## src/rtl/axi_lite_regfile_if.sv

```systemverilog
// -----------------------------------------------------------------------------
// axi_lite_regfile_if
// AXI4-Lite slave-side bus bundle used by axi_lite_regfile.
//
// Handshake rule for every channel (AW, W, B, AR, R): a transfer happens on a
// rising clk edge where both valid and ready are 1. A source keeps valid and
// its payload stable until that edge; ready may change freely.
//
// Signals (slave view):
//   awaddr/awvalid -> awready     write address channel
//   wdata/wstrb/wvalid -> wready  write data channel
//   bresp/bvalid <- bready        write response channel (00 OKAY, 10 SLVERR)
//   araddr/arvalid -> arready     read address channel
//   rdata/rresp/rvalid <- rready  read data channel (00 OKAY, 10 SLVERR)
// -----------------------------------------------------------------------------
interface axi_lite_regfile_if #(
    parameter int ADDR_W = 12
) ();
    logic [ADDR_W-1:0] awaddr;
    logic              awvalid;
    logic              awready;
    logic [31:0]       wdata;
    logic [3:0]        wstrb;
    logic              wvalid;
    logic              wready;
    logic [1:0]        bresp;
    logic              bvalid;
    logic              bready;
    logic [ADDR_W-1:0] araddr;
    logic              arvalid;
    logic              arready;
    logic [31:0]       rdata;
    logic [1:0]        rresp;
    logic              rvalid;
    logic              rready;

    modport master (
        output awaddr, awvalid, wdata, wstrb, wvalid, bready, araddr, arvalid, rready,
        input  awready, wready, bresp, bvalid, arready, rdata, rresp, rvalid
    );

    modport slave (
        input  awaddr, awvalid, wdata, wstrb, wvalid, bready, araddr, arvalid, rready,
        output awready, wready, bresp, bvalid, arready, rdata, rresp, rvalid
    );
endinterface

```

## src/rtl/axi_lite_regfile.sv

```systemverilog
// -----------------------------------------------------------------------------
// axi_lite_regfile
// AXI4-Lite slave register file: NCTRL read/write control words with byte-strobe
// merge and per-word write pulses, followed by NSTAT read-only status words.
// Word index = addr[ADDR_W-1:2]; indices past the status block answer SLVERR.
//
// Ports:
//   clk, rst       single clock, synchronous active-high reset
//   s_axi          AXI4-Lite slave bundle (see axi_lite_regfile_if)
//   ctrl_out       flattened control words, word k at [32k+31:32k]
//   ctrl_wr_pulse  one-cycle strobe, bit k set after a write to word k
//   stat_in        flattened status words, captured at the AR handshake
//   dbg_state      current FSM state encoding
// -----------------------------------------------------------------------------
module axi_lite_regfile #(
    parameter int          ADDR_W   = 12,
    parameter int          NCTRL    = 4,
    parameter int          NSTAT    = 4,
    parameter logic [31:0] CTRL_RST = 32'h0
) (
    input  logic                                  clk,
    input  logic                                  rst,
    axi_lite_regfile_if.slave                     s_axi,
    output logic [NCTRL*32-1:0]                   ctrl_out,
    output logic [NCTRL-1:0]                      ctrl_wr_pulse,
    input  logic [((NSTAT > 0) ? NSTAT : 1)*32-1:0] stat_in,
    output logic [2:0]                            dbg_state
);
    localparam int IW = ADDR_W - 2;

    typedef enum logic [2:0] {
        ST_IDLE  = 3'd0,
        ST_WA    = 3'd1,  // address held, waiting for data
        ST_WD    = 3'd2,  // data held, waiting for address
        ST_WRESP = 3'd3,
        ST_RDATA = 3'd4
    } state_t;

    state_t       state, state_n;
    logic [IW-1:0] aw_idx_q;
    logic [31:0]  wdata_q;
    logic [3:0]   wstrb_q;
    logic [31:0]  ctrl_q [NCTRL];
    logic [1:0]   bresp_q, rresp_q;
    logic [31:0]  rdata_q;

    logic          awready_c, wready_c, arready_c;
    logic          aw_cap, w_cap, commit, rd_fire;
    logic [IW-1:0] c_idx;
    logic [31:0]   c_data;
    logic [3:0]    c_strb;
    logic [IW-1:0] aw_idx, ar_idx;
    logic [31:0]   rd_word;
    logic          rd_hit;
    logic          unused_addr_lsbs;

    assign aw_idx = s_axi.awaddr[ADDR_W-1:2];
    assign ar_idx = s_axi.araddr[ADDR_W-1:2];
    assign unused_addr_lsbs = ^{s_axi.awaddr[1:0], s_axi.araddr[1:0]};

    // Next state and channel readiness. Commit is raised in the cycle the
    // second half of a write handshakes; c_* select the held or live half.
    always_comb begin
        state_n   = state;
        awready_c = 1'b0;
        wready_c  = 1'b0;
        arready_c = 1'b0;
        aw_cap    = 1'b0;
        w_cap     = 1'b0;
        commit    = 1'b0;
        rd_fire   = 1'b0;
        c_idx     = aw_idx_q;
        c_data    = wdata_q;
        c_strb    = wstrb_q;
        case (state)
            ST_IDLE: begin
                awready_c = 1'b1;
                wready_c  = 1'b1;
                // Writes take priority: a read is only accepted when no write half is offered.
                arready_c = !(s_axi.awvalid || s_axi.wvalid);
                if (s_axi.awvalid && s_axi.wvalid) begin
                    commit  = 1'b1;
                    c_idx   = aw_idx;
                    c_data  = s_axi.wdata;
                    c_strb  = s_axi.wstrb;
                    state_n = ST_WRESP;
                end else if (s_axi.awvalid) begin
                    aw_cap  = 1'b1;
                    state_n = ST_WA;
                end else if (s_axi.wvalid) begin
                    w_cap   = 1'b1;
                    state_n = ST_WD;
                end else if (s_axi.arvalid) begin
                    rd_fire = 1'b1;
                    state_n = ST_RDATA;
                end
            end
            ST_WA: begin
                wready_c = 1'b1;
                if (s_axi.wvalid) begin
                    commit  = 1'b1;
                    c_data  = s_axi.wdata;
                    c_strb  = s_axi.wstrb;
                    state_n = ST_WRESP;
                end
            end
            ST_WD: begin
                awready_c = 1'b1;
                if (s_axi.awvalid) begin
                    commit  = 1'b1;
                    c_idx   = aw_idx;
                    state_n = ST_WRESP;
                end
            end
            ST_WRESP: if (s_axi.bready) state_n = ST_IDLE;
            ST_RDATA: if (s_axi.rready) state_n = ST_IDLE;
            default:  state_n = ST_IDLE;
        endcase
    end

    // Read decode over the combined control + status map.
    always_comb begin
        rd_word = '0;
        rd_hit  = 1'b0;
        for (int k = 0; k < NCTRL; k++) begin
            if (ar_idx == IW'(k)) begin
                rd_word = ctrl_q[k];
                rd_hit  = 1'b1;
            end
        end
        for (int k = 0; k < NSTAT; k++) begin
            if (ar_idx == IW'(NCTRL + k)) begin
                rd_word = stat_in[32*k +: 32];
                rd_hit  = 1'b1;
            end
        end
    end

    always_ff @(posedge clk) begin
        if (rst) begin
            state         <= ST_IDLE;
            aw_idx_q      <= '0;
            wdata_q       <= '0;
            wstrb_q       <= '0;
            ctrl_wr_pulse <= '0;
            bresp_q       <= 2'b00;
            rresp_q       <= 2'b00;
            rdata_q       <= '0;
            for (int k = 0; k < NCTRL; k++) ctrl_q[k] <= CTRL_RST;
        end else begin
            state         <= state_n;
            ctrl_wr_pulse <= '0;
            if (aw_cap) aw_idx_q <= aw_idx;
            if (w_cap) begin
                wdata_q <= s_axi.wdata;
                wstrb_q <= s_axi.wstrb;
            end
            if (commit) begin
                bresp_q <= 2'b10;
                for (int k = 0; k < NCTRL; k++) begin
                    if (c_idx == IW'(k)) begin
                        for (int b = 0; b < 4; b++) begin
                            if (c_strb[b]) ctrl_q[k][8*b +: 8] <= c_data[8*b +: 8];
                        end
                        // Pulse even with an all-zero strobe: the write still happened.
                        ctrl_wr_pulse[k] <= 1'b1;
                        bresp_q          <= 2'b00;
                    end
                end
            end
            if (rd_fire) begin
                rdata_q <= rd_word;
                rresp_q <= rd_hit ? 2'b00 : 2'b10;
            end
        end
    end

    assign s_axi.awready = awready_c & ~rst;
    assign s_axi.wready  = wready_c & ~rst;
    assign s_axi.arready = arready_c & ~rst;
    assign s_axi.bvalid  = (state == ST_WRESP);
    assign s_axi.bresp   = bresp_q;
    assign s_axi.rvalid  = (state == ST_RDATA);
    assign s_axi.rdata   = rdata_q;
    assign s_axi.rresp   = rresp_q;
    assign dbg_state     = state;

    for (genvar k = 0; k < NCTRL; k++) begin : g_ctrl_out
        assign ctrl_out[32*k +: 32] = ctrl_q[k];
    end
endmodule

```

## src/flat_wrapper.sv

```systemverilog
// flat-port wrapper written by rule: the top's interface ports become plain ports
module axi_lite_regfile_flat 
#(
    parameter int          ADDR_W   = 12,
    parameter int          NCTRL    = 4,
    parameter int          NSTAT    = 4,
    parameter logic [31:0] CTRL_RST = 32'h0
)
  (clk, rst, ctrl_out, ctrl_wr_pulse, stat_in, dbg_state, s_axi_awaddr, s_axi_awvalid, s_axi_wdata, s_axi_wstrb, s_axi_wvalid, s_axi_bready, s_axi_araddr, s_axi_arvalid, s_axi_rready, s_axi_awready, s_axi_wready, s_axi_bresp, s_axi_bvalid, s_axi_arready, s_axi_rdata, s_axi_rresp, s_axi_rvalid);
  axi_lite_regfile_if #(.ADDR_W(ADDR_W)) s_axi_i ();
  input  logic clk;
  input  logic rst;
  output logic [NCTRL*32-1:0] ctrl_out;
  output logic [NCTRL-1:0] ctrl_wr_pulse;
  input  logic [((NSTAT > 0) ? NSTAT : 1)*32-1:0] stat_in;
  output logic [2:0] dbg_state;
  input wire logic [$bits(s_axi_i.awaddr)-1:0] s_axi_awaddr;
  input wire logic [$bits(s_axi_i.awvalid)-1:0] s_axi_awvalid;
  input wire logic [$bits(s_axi_i.wdata)-1:0] s_axi_wdata;
  input wire logic [$bits(s_axi_i.wstrb)-1:0] s_axi_wstrb;
  input wire logic [$bits(s_axi_i.wvalid)-1:0] s_axi_wvalid;
  input wire logic [$bits(s_axi_i.bready)-1:0] s_axi_bready;
  input wire logic [$bits(s_axi_i.araddr)-1:0] s_axi_araddr;
  input wire logic [$bits(s_axi_i.arvalid)-1:0] s_axi_arvalid;
  input wire logic [$bits(s_axi_i.rready)-1:0] s_axi_rready;
  output wire logic [$bits(s_axi_i.awready)-1:0] s_axi_awready;
  output wire logic [$bits(s_axi_i.wready)-1:0] s_axi_wready;
  output wire logic [$bits(s_axi_i.bresp)-1:0] s_axi_bresp;
  output wire logic [$bits(s_axi_i.bvalid)-1:0] s_axi_bvalid;
  output wire logic [$bits(s_axi_i.arready)-1:0] s_axi_arready;
  output wire logic [$bits(s_axi_i.rdata)-1:0] s_axi_rdata;
  output wire logic [$bits(s_axi_i.rresp)-1:0] s_axi_rresp;
  output wire logic [$bits(s_axi_i.rvalid)-1:0] s_axi_rvalid;
  assign s_axi_i.awaddr = s_axi_awaddr;
  assign s_axi_i.awvalid = s_axi_awvalid;
  assign s_axi_i.wdata = s_axi_wdata;
  assign s_axi_i.wstrb = s_axi_wstrb;
  assign s_axi_i.wvalid = s_axi_wvalid;
  assign s_axi_i.bready = s_axi_bready;
  assign s_axi_i.araddr = s_axi_araddr;
  assign s_axi_i.arvalid = s_axi_arvalid;
  assign s_axi_i.rready = s_axi_rready;
  assign s_axi_awready = s_axi_i.awready;
  assign s_axi_wready = s_axi_i.wready;
  assign s_axi_bresp = s_axi_i.bresp;
  assign s_axi_bvalid = s_axi_i.bvalid;
  assign s_axi_arready = s_axi_i.arready;
  assign s_axi_rdata = s_axi_i.rdata;
  assign s_axi_rresp = s_axi_i.rresp;
  assign s_axi_rvalid = s_axi_i.rvalid;
  axi_lite_regfile #(.ADDR_W(ADDR_W), .NCTRL(NCTRL), .NSTAT(NSTAT), .CTRL_RST(CTRL_RST)) u_core (.clk(clk), .rst(rst), .s_axi(s_axi_i), .ctrl_out(ctrl_out), .ctrl_wr_pulse(ctrl_wr_pulse), .stat_in(stat_in), .dbg_state(dbg_state));
endmodule
```

## config.mk

```make
export PLATFORM = sky130hd
export DESIGN_NAME = axi_lite_regfile_flat
export DESIGN_NICKNAME = d
export VERILOG_FILES = /design/src/rtl/axi_lite_regfile_if.sv /design/src/rtl/axi_lite_regfile.sv /design/src/flat_wrapper.sv
export SDC_FILE = /design/constraint.sdc
export NUM_CORES = 1
export LEC_CHECK = 0
export CAP_MARGIN = 20
export CELL_PAD_IN_SITES_DETAIL_PLACEMENT = 0
export CELL_PAD_IN_SITES_GLOBAL_PLACEMENT = 1
export CORE_ASPECT_RATIO = 0.6
export CORE_MARGIN = 3
export CORE_UTILIZATION = 36
export DETAILED_ROUTE_END_ITERATION = 7
export PLACE_DENSITY = 0.89
export SLEW_MARGIN = 0
export SYNTH_ARGS = -nofsm -noshare
export SYNTH_HDL_FRONTEND = slang
export SYNTH_SLANG_ARGS = --single-unit
```

## constraint.sdc

```tcl
create_clock -name clk -period 3.2 [get_ports clk]
set_input_delay 0.64 -clock clk [delete_from_list [all_inputs] [get_ports clk]]
set_output_delay 0.64 -clock clk [all_outputs]
set_load 0.01 [all_outputs]
```

==> summary.txt <==
Status
  • Outcome: complete, no violations

Timing
  • Fin crit share: 0.926
  • Worst rel slew slack: 0.326
  • Worst hold slack: 456 ps
  • Fin. max-slew vios: 0
  • RSZ-0062 raised after global routing: false
  • Fmax: 338 MHz
  • Final Critical Period: about 3000 ps
  • Max Clock Skew: 11.7 ps
  • Worst slew pin tran: around 1000 ps
  • Final hold violations: 0
  • Fin Setup TNS: 0 ps
  • # setup viols final: 0

GRT
  • GRT overflow: 0
  • Vias in the first global route: about 9600
  • Initial antenna violation count: 15
  • Largest net degree at the start of global routing: 84
  • Total track usage: 0.248
  • First-pass GRT wire length: ~63000 um

Synth
  • Synth area leaders: edfxtp_1, dfxtp_1, mux2i_1
  • Cells after Synth: between 1000 and 1500
  • Cell accounting for the most synthesized area: edfxtp_1
  • Ys async rst share: 0
  • Post-synth EDFFs: about 130
  • Yosys cell types: 56
  • Yosys top cell area share: 0.338
  • Synthesized area: approximately 0.011 mm^2
  • Yosys reg bits: 215
  • Synth warn: 0
  • Commonest register cell after synthesis: edfxtp_1
  • Post-synthesis sequential area ratio: 0.490
  • Syn avg cell area: around 11 um^2

Clocking
  • CTS tree: built
  • Root Driver: clkbuf_16
  • Clk buf depth: 3
  • H-tree levels: 1
  • CTS clock-pin slew for the worst setup and hold paths: 60 ps
  • TritonCTS Buffers: 23
  • Sink count of the clock tree: roughly 220
  • Clk_lat worst skew: around 520 ps
  • Post-CTS Setup Inserts: 0

Placed design
  • Detail Placement HPWL: ~34000 um
  • RePlAce Congestion: about 0.92
  • PortBufs: approximately 360

Power
  • Switching Fraction: 0.289
  • Power Density: between 400 and 500 mW/mm^2
  • Comb power frac: 0.220
  • LEAKAGE: about 0.0055 uW
  • Clock power share: 0.350
  • Seq pwr share: 0.430
  • Max VDD drop: 0.000371 V
  • NetSw: 2110 uW
  • Pint: 5180 uW

Floorplan
  • Initial core utilization: 0.373
  • Die X: around 240 um
  • Die area: about 0.034 mm^2
  • Die Ht: 144 um
  • Num rows: 49
  • # IOs: 371
  • CORE AREA: between 0.03 and 0.04 mm^2

Critical path
  • CP Max Fanout: 7
  • Startpoint Class: primary input
  • CP Capture Type: primary output
  • CP arrival: approximately 2300 ps
  • Required @ worst endpoint: 2560 ps
  • Crit Path Class: primary input to primary output

Drt
  • Drt initial violations: around 980
  • Pre-antenna DRT Iters: 7
  • DR vias/cell: 5.70
  • Routed WL per cell: roughly 25 um
  • DR vias: roughly 10000
  • DRT antenna net count: 0
  • Drt total wl: about 44000 um
  • # DRC: 0

Flow run
  • Max Cap Viol: 0

Cells and area
  • Syn-to-layout area delta: 43.6%
  • Layout cells sized above 1: 0.141
  • Fillcell total: roughly 2600
  • Nets: 1557

Hold path
  • Worst hold path type: register to register
cell usage after synthesis, types with 2 or more instances:
library cell	count
dfxtp_1	87
nor3_1	5
or4_1	3
nand2b_1	5
o2bb2ai_1	30
nor4_2	34
mux4_2	2
mux2_2	2
mux2i_1	104
a21oi_1	70
nor2b_1	6
o32ai_1	31
nand3b_1	3
a211oi_1	33
nor2_1	51
and3b_1	2
buf_4	7
edfxtp_1	128
o31ai_1	17
o21ai_1	8
buf_6	7
clkbuf_1	53
buf_8	2
buf_2	44
mux2i_4	24
nand3_1	2
o21a_1	5
inv_1	3
nand2_1	77
nor3b_2	4
or3_1	2
mux2i_2	9
o21ai_0	33
nor4_1	101
power groups by stage:
| stage | clock network [uW] | registers [uW] | logic (uW) |
|---|---|---|---|
| after floorplan | 0 | 3210 | 792 |
| after global placement | 0 | 3190 | 1560 |
| after detailed placement | 0 | 3200 | 1580 |
| after CTS | 2570 | 3140 | 1590 |
| after global routing | 2690 | 3150 | 1700 |
| final | 2550 | 3140 | 1600 |
registers in the layout, summed over array words and instances, names as in the netlist:
name	count
u_core.ctrl_q	128
u_core.s_axi.rdata	32
u_core.wdata_q	32
u_core.aw_idx_q	10
u_core.ctrl_wr_pulse	4
u_core.wstrb_q	4
u_core.dbg_state	3
u_core.s_axi.bresp	1
u_core.s_axi.rresp	1
routing by layer:
metal  share of wire  track usage  routed length, um  vias to the layer above
met4           0.033       0.0735               1470                       26
met1            0.44        0.355              19300                     4892
met5          0.0038            0                169                        -
met2            0.41        0.354              18100                      528
li1                -            -                  -                     4668
met3            0.11       0.0844               4930                       90
area by class of cell:
| class | count | area, um^2 | share of cell area |
|---|---|---|---|
| clock inverters | 14 | 98.8 | 0.00604 |
| diodes | 2 | 5.00 | 0.000306 |
| inverters | 4 | 15.0 | 0.000918 |
| well taps | 408 | 510 | 0.0312 |
| multi-input cells | 684 | 5270 | 0.322 |
| repair buffers | 434 | 4280 | 0.261 |
| flip-flops and latches | 215 | 5590 | 0.341 |
| clock buffers | 28 | 594 | 0.0363 |
critical path: stages:
cell and delay, ps:
clkdlybuf4s50_1 480, buf_4 190, nor2_1 170, nor4b_2 250
clkdlybuf4s50_1 590
per-stage QoR:
| stage | instance area, um^2 | utilization | setup slack (ps) | cells | total power, uW |
|---|---|---|---|---|---|
| after floorplan | 11400 | - | 208 | 1017 | 4000 |
| after global placement | 15700 | 0.513 | -17.5 | 1745 | 4750 |
| after detailed placement | 15700 | 0.513 | -74.9 | 1745 | 4780 |
| after CTS | 16300 | 0.535 | 161 | 1787 | 7300 |
| after global routing | 16400 | 0.536 | 101 | 1788 | 7540 |
| final | 16400 | 0.536 | 238 | 1789 | 7290 |
final timing paths:
check	start	to	slack [ps]	cells past startpoint
setup / recovery	s_axi_wvalid	s_axi_arready	240	5
hold / removal	u_core.wstrb_q[2]$_SDFFE_PP0P_	u_core.wstrb_q[2]$_SDFFE_PP0P_	460	2
setup reg to reg	u_core.dbg_state[1]$_SDFFE_PP0P_	u_core.ctrl_q[2][9]$_SDFFCE_PN0P_	630	6
hold reg to reg	u_core.wstrb_q[2]$_SDFFE_PP0P_	u_core.wstrb_q[2]$_SDFFE_PP0P_	460	2
kinds of logic (layout without fill, tap and decap cells):
family | Yosys count | in the layout | share of synthesized area
simple gates | 304 | 304 | 0.161
flops | 215 | 215 | 0.490
compound gates | 236 | 236 | 0.139
other cells | 1 | 4 | 0.000329
mux | 142 | 142 | 0.157
buf+inv | 118 | 480 | 0.0526
placed cells by master (no fill, tap or decap), drive strengths merged, types with 3 or more instances in the layout:
cell type      synthesis  final
or4                    3      3
o21ai                 41     41
o32ai                 31     31
dfxtp                 87     87
clkinv                 1     11
nor3b                  5      5
clkbuf                53     28
a211oi                33     33
o21a                   5      5
nand3b                 3      3
nor2                  52     52
inv                    3      4
o2bb2ai               30     30
nor3                   5      5
nor4                 135    135
nand2                 77     77
nand2b                 5      5
buf                   61     74
mux2i                137    137
a21oi                 70     70
nor2b                  6      6
o31ai                 17     17
clkdlybuf4s50          0    360
mux2                   3      3
edfxtp               128    128
timing repair:
| action | 4_1_cts | 5_1_grt |
|---|---|---|
| hold buffers | 0 | 0 |
| resized for setup | 0 | 1 |
| endpoints found under the setup margin | 0 | 1 |
Power figures use the tool's default switching activity.
==> RTL change, RTL diff (same flow settings) <==
`ADDR_W` is set to 12 in 3 places; all go to 14.
--- a/src/rtl/axi_lite_regfile_if.sv
+++ b/src/rtl/axi_lite_regfile_if.sv
@@ -14,7 +14,7 @@
 //   rdata/rresp/rvalid <- rready  read data channel (00 OKAY, 10 SLVERR)
 // -----------------------------------------------------------------------------
 interface axi_lite_regfile_if #(
-    parameter int ADDR_W = 12
+    parameter int ADDR_W = 14
 ) ();
     logic [ADDR_W-1:0] awaddr;
     logic              awvalid;
--- a/src/rtl/axi_lite_regfile.sv
+++ b/src/rtl/axi_lite_regfile.sv
@@ -13,7 +13,7 @@
 //   dbg_state      current FSM state encoding
 // -----------------------------------------------------------------------------
 module axi_lite_regfile #(
-    parameter int          ADDR_W   = 12,
+    parameter int          ADDR_W   = 14,
     parameter int          NCTRL    = 4,
     parameter int          NSTAT    = 4,
     parameter logic [31:0] CTRL_RST = 32'h0
--- a/src/flat_wrapper.sv
+++ b/src/flat_wrapper.sv
@@ -1,7 +1,7 @@
 // flat-port wrapper written by rule: the top's interface ports become plain ports
 module axi_lite_regfile_flat 
 #(
-    parameter int          ADDR_W   = 12,
+    parameter int          ADDR_W   = 14,
     parameter int          NCTRL    = 4,
     parameter int          NSTAT    = 4,
     parameter logic [31:0] CTRL_RST = 32'h0
Ports: changed (resized s_axi_araddr and s_axi_awaddr); port bits go from 371 to 375. No check against the original RTL was run, so the function may have changed too.
==> RTL change against the original RTL <==
- sequential cell count grew 2
- critical path depth up 1
- largest power group unchanged
- clock skew up 0.0081 ns
- utilization rose by 1.2 points
- area after synthesis shrank 6.4%
- total power is 3.8% lower
- synthesized cell count rose by 8.3%
- wire length is 7.2% lower
- setup slack improved by 0.15 ns
- count of clock-buffer cells in the layout grew 2
- first-iteration DRC count is 5.7% higher
- cell area down 3.1%
- highest routed layer unchanged
==> RTL change: results (changes against the original RTL) <==
met2 usage=37.2% (was 35.4%); Port-buffer cells=368 (was 364); Slew headroom=33.4% (was 32.6%); Initial DRT Pass Iterations=5 (was 7); most common cell in the netlist=nor2_1 (was edfxtp_1); largest net degree at the start of global routing=40 (was 84); Area contributors post-synth=edfxtp_1 (36%), dfxtp_1 (17%), mux2i_1 (7.4%) (was edfxtp_1 (34%), dfxtp_1 (15%), mux2i_1 (9.1%)); gpl congestion=0.873 (was 0.919); Place WS=0.000992 ns (was -0.0749 ns); Hold Startpoint=u_core.wdata_q[16]$_SDFFE_PP0P_ (was u_core.wstrb_q[2]$_SDFFE_PP0P_); Worst Hold End=u_core.wdata_q[16]$_SDFFE_PP0P_ (was u_core.wstrb_q[2]$_SDFFE_PP0P_); GR Util met1=36.2% (was 35.5%); Worst Path Max Fanout=5 (was 7); status=completed (unchanged); Worst R2R Path Depth=5 (was 6); count of unique library cells instantiated by Yosys=51 (was 56); WL met1=19.0 mm (was 19.3 mm); Fillers=2557 (was 2645); top post-synthesis cells by count=nor2_1 (173), nand2_1 (172), edfxtp_1 (128), dfxtp_1 (89), mux2i_1 (79) (was edfxtp_1 (128), mux2i_1 (104), nor4_1 (101), dfxtp_1 (87), nand2_1 (77)); met3 usage=5.09% (was 8.44%); first-pass GRT wire length=60.2 mm (was 63.4 mm); worst reg2reg startpoint=u_core.dbg_state[0]$_SDFFE_PP0P_ (was u_core.dbg_state[1]$_SDFFE_PP0P_); DP HPWL=31.1 mm (was 34.0 mm); syn avg cell area=9.69 um2 (was 11.2 um2); Period Utilization, post-route=87.8% (was 92.6%); worst hold slack=0.455 ns (was 0.456 ns); Reg2Reg Capture Point=u_core.ctrl_q[2][1]$_SDFFCE_PN0P_ (was u_core.ctrl_q[2][9]$_SDFFCE_PN0P_)
==> RTL change: cell count changes in the layout (fill, tap and decap cells not counted), moves of 30 or more <==
cell,before,now
a32o_1,0,32
nor4_1,100,6
nand2_1,77,172
a211oi_1,33,0
nor2_1,50,172
o2bb2ai_1,30,0
a31oi_1,0,32
and3_1,1,34
nor4_2,35,0
o32ai_1,31,0
o21ai_0,33,75
==> RTL change: area by class of cell <==
class / instances / share of cell area (%)
well taps: 400 / 3.16
repair buffers: 434 / 27.3
clock inverters: 12 / 0.892
multi-input cells: 791 / 29.0
inverters: 5 / 0.118
flip-flops and latches: 217 / 35.5
clock buffers: 30 / 4.06
==> RTL change: logic make-up (layout without fill, tap and decap cells) <==
logic type	after synthesis	count (layout)	share of synthesized area, %
AND/OR/NAND/NOR	445	445	17.8
AO/OA/AOI/OAI	244	244	15.2
flip-flops	217	217	52.8
multiplexers	100	100	9.64
buffers and inverters	93	481	4.49
other	1	2	0.0352
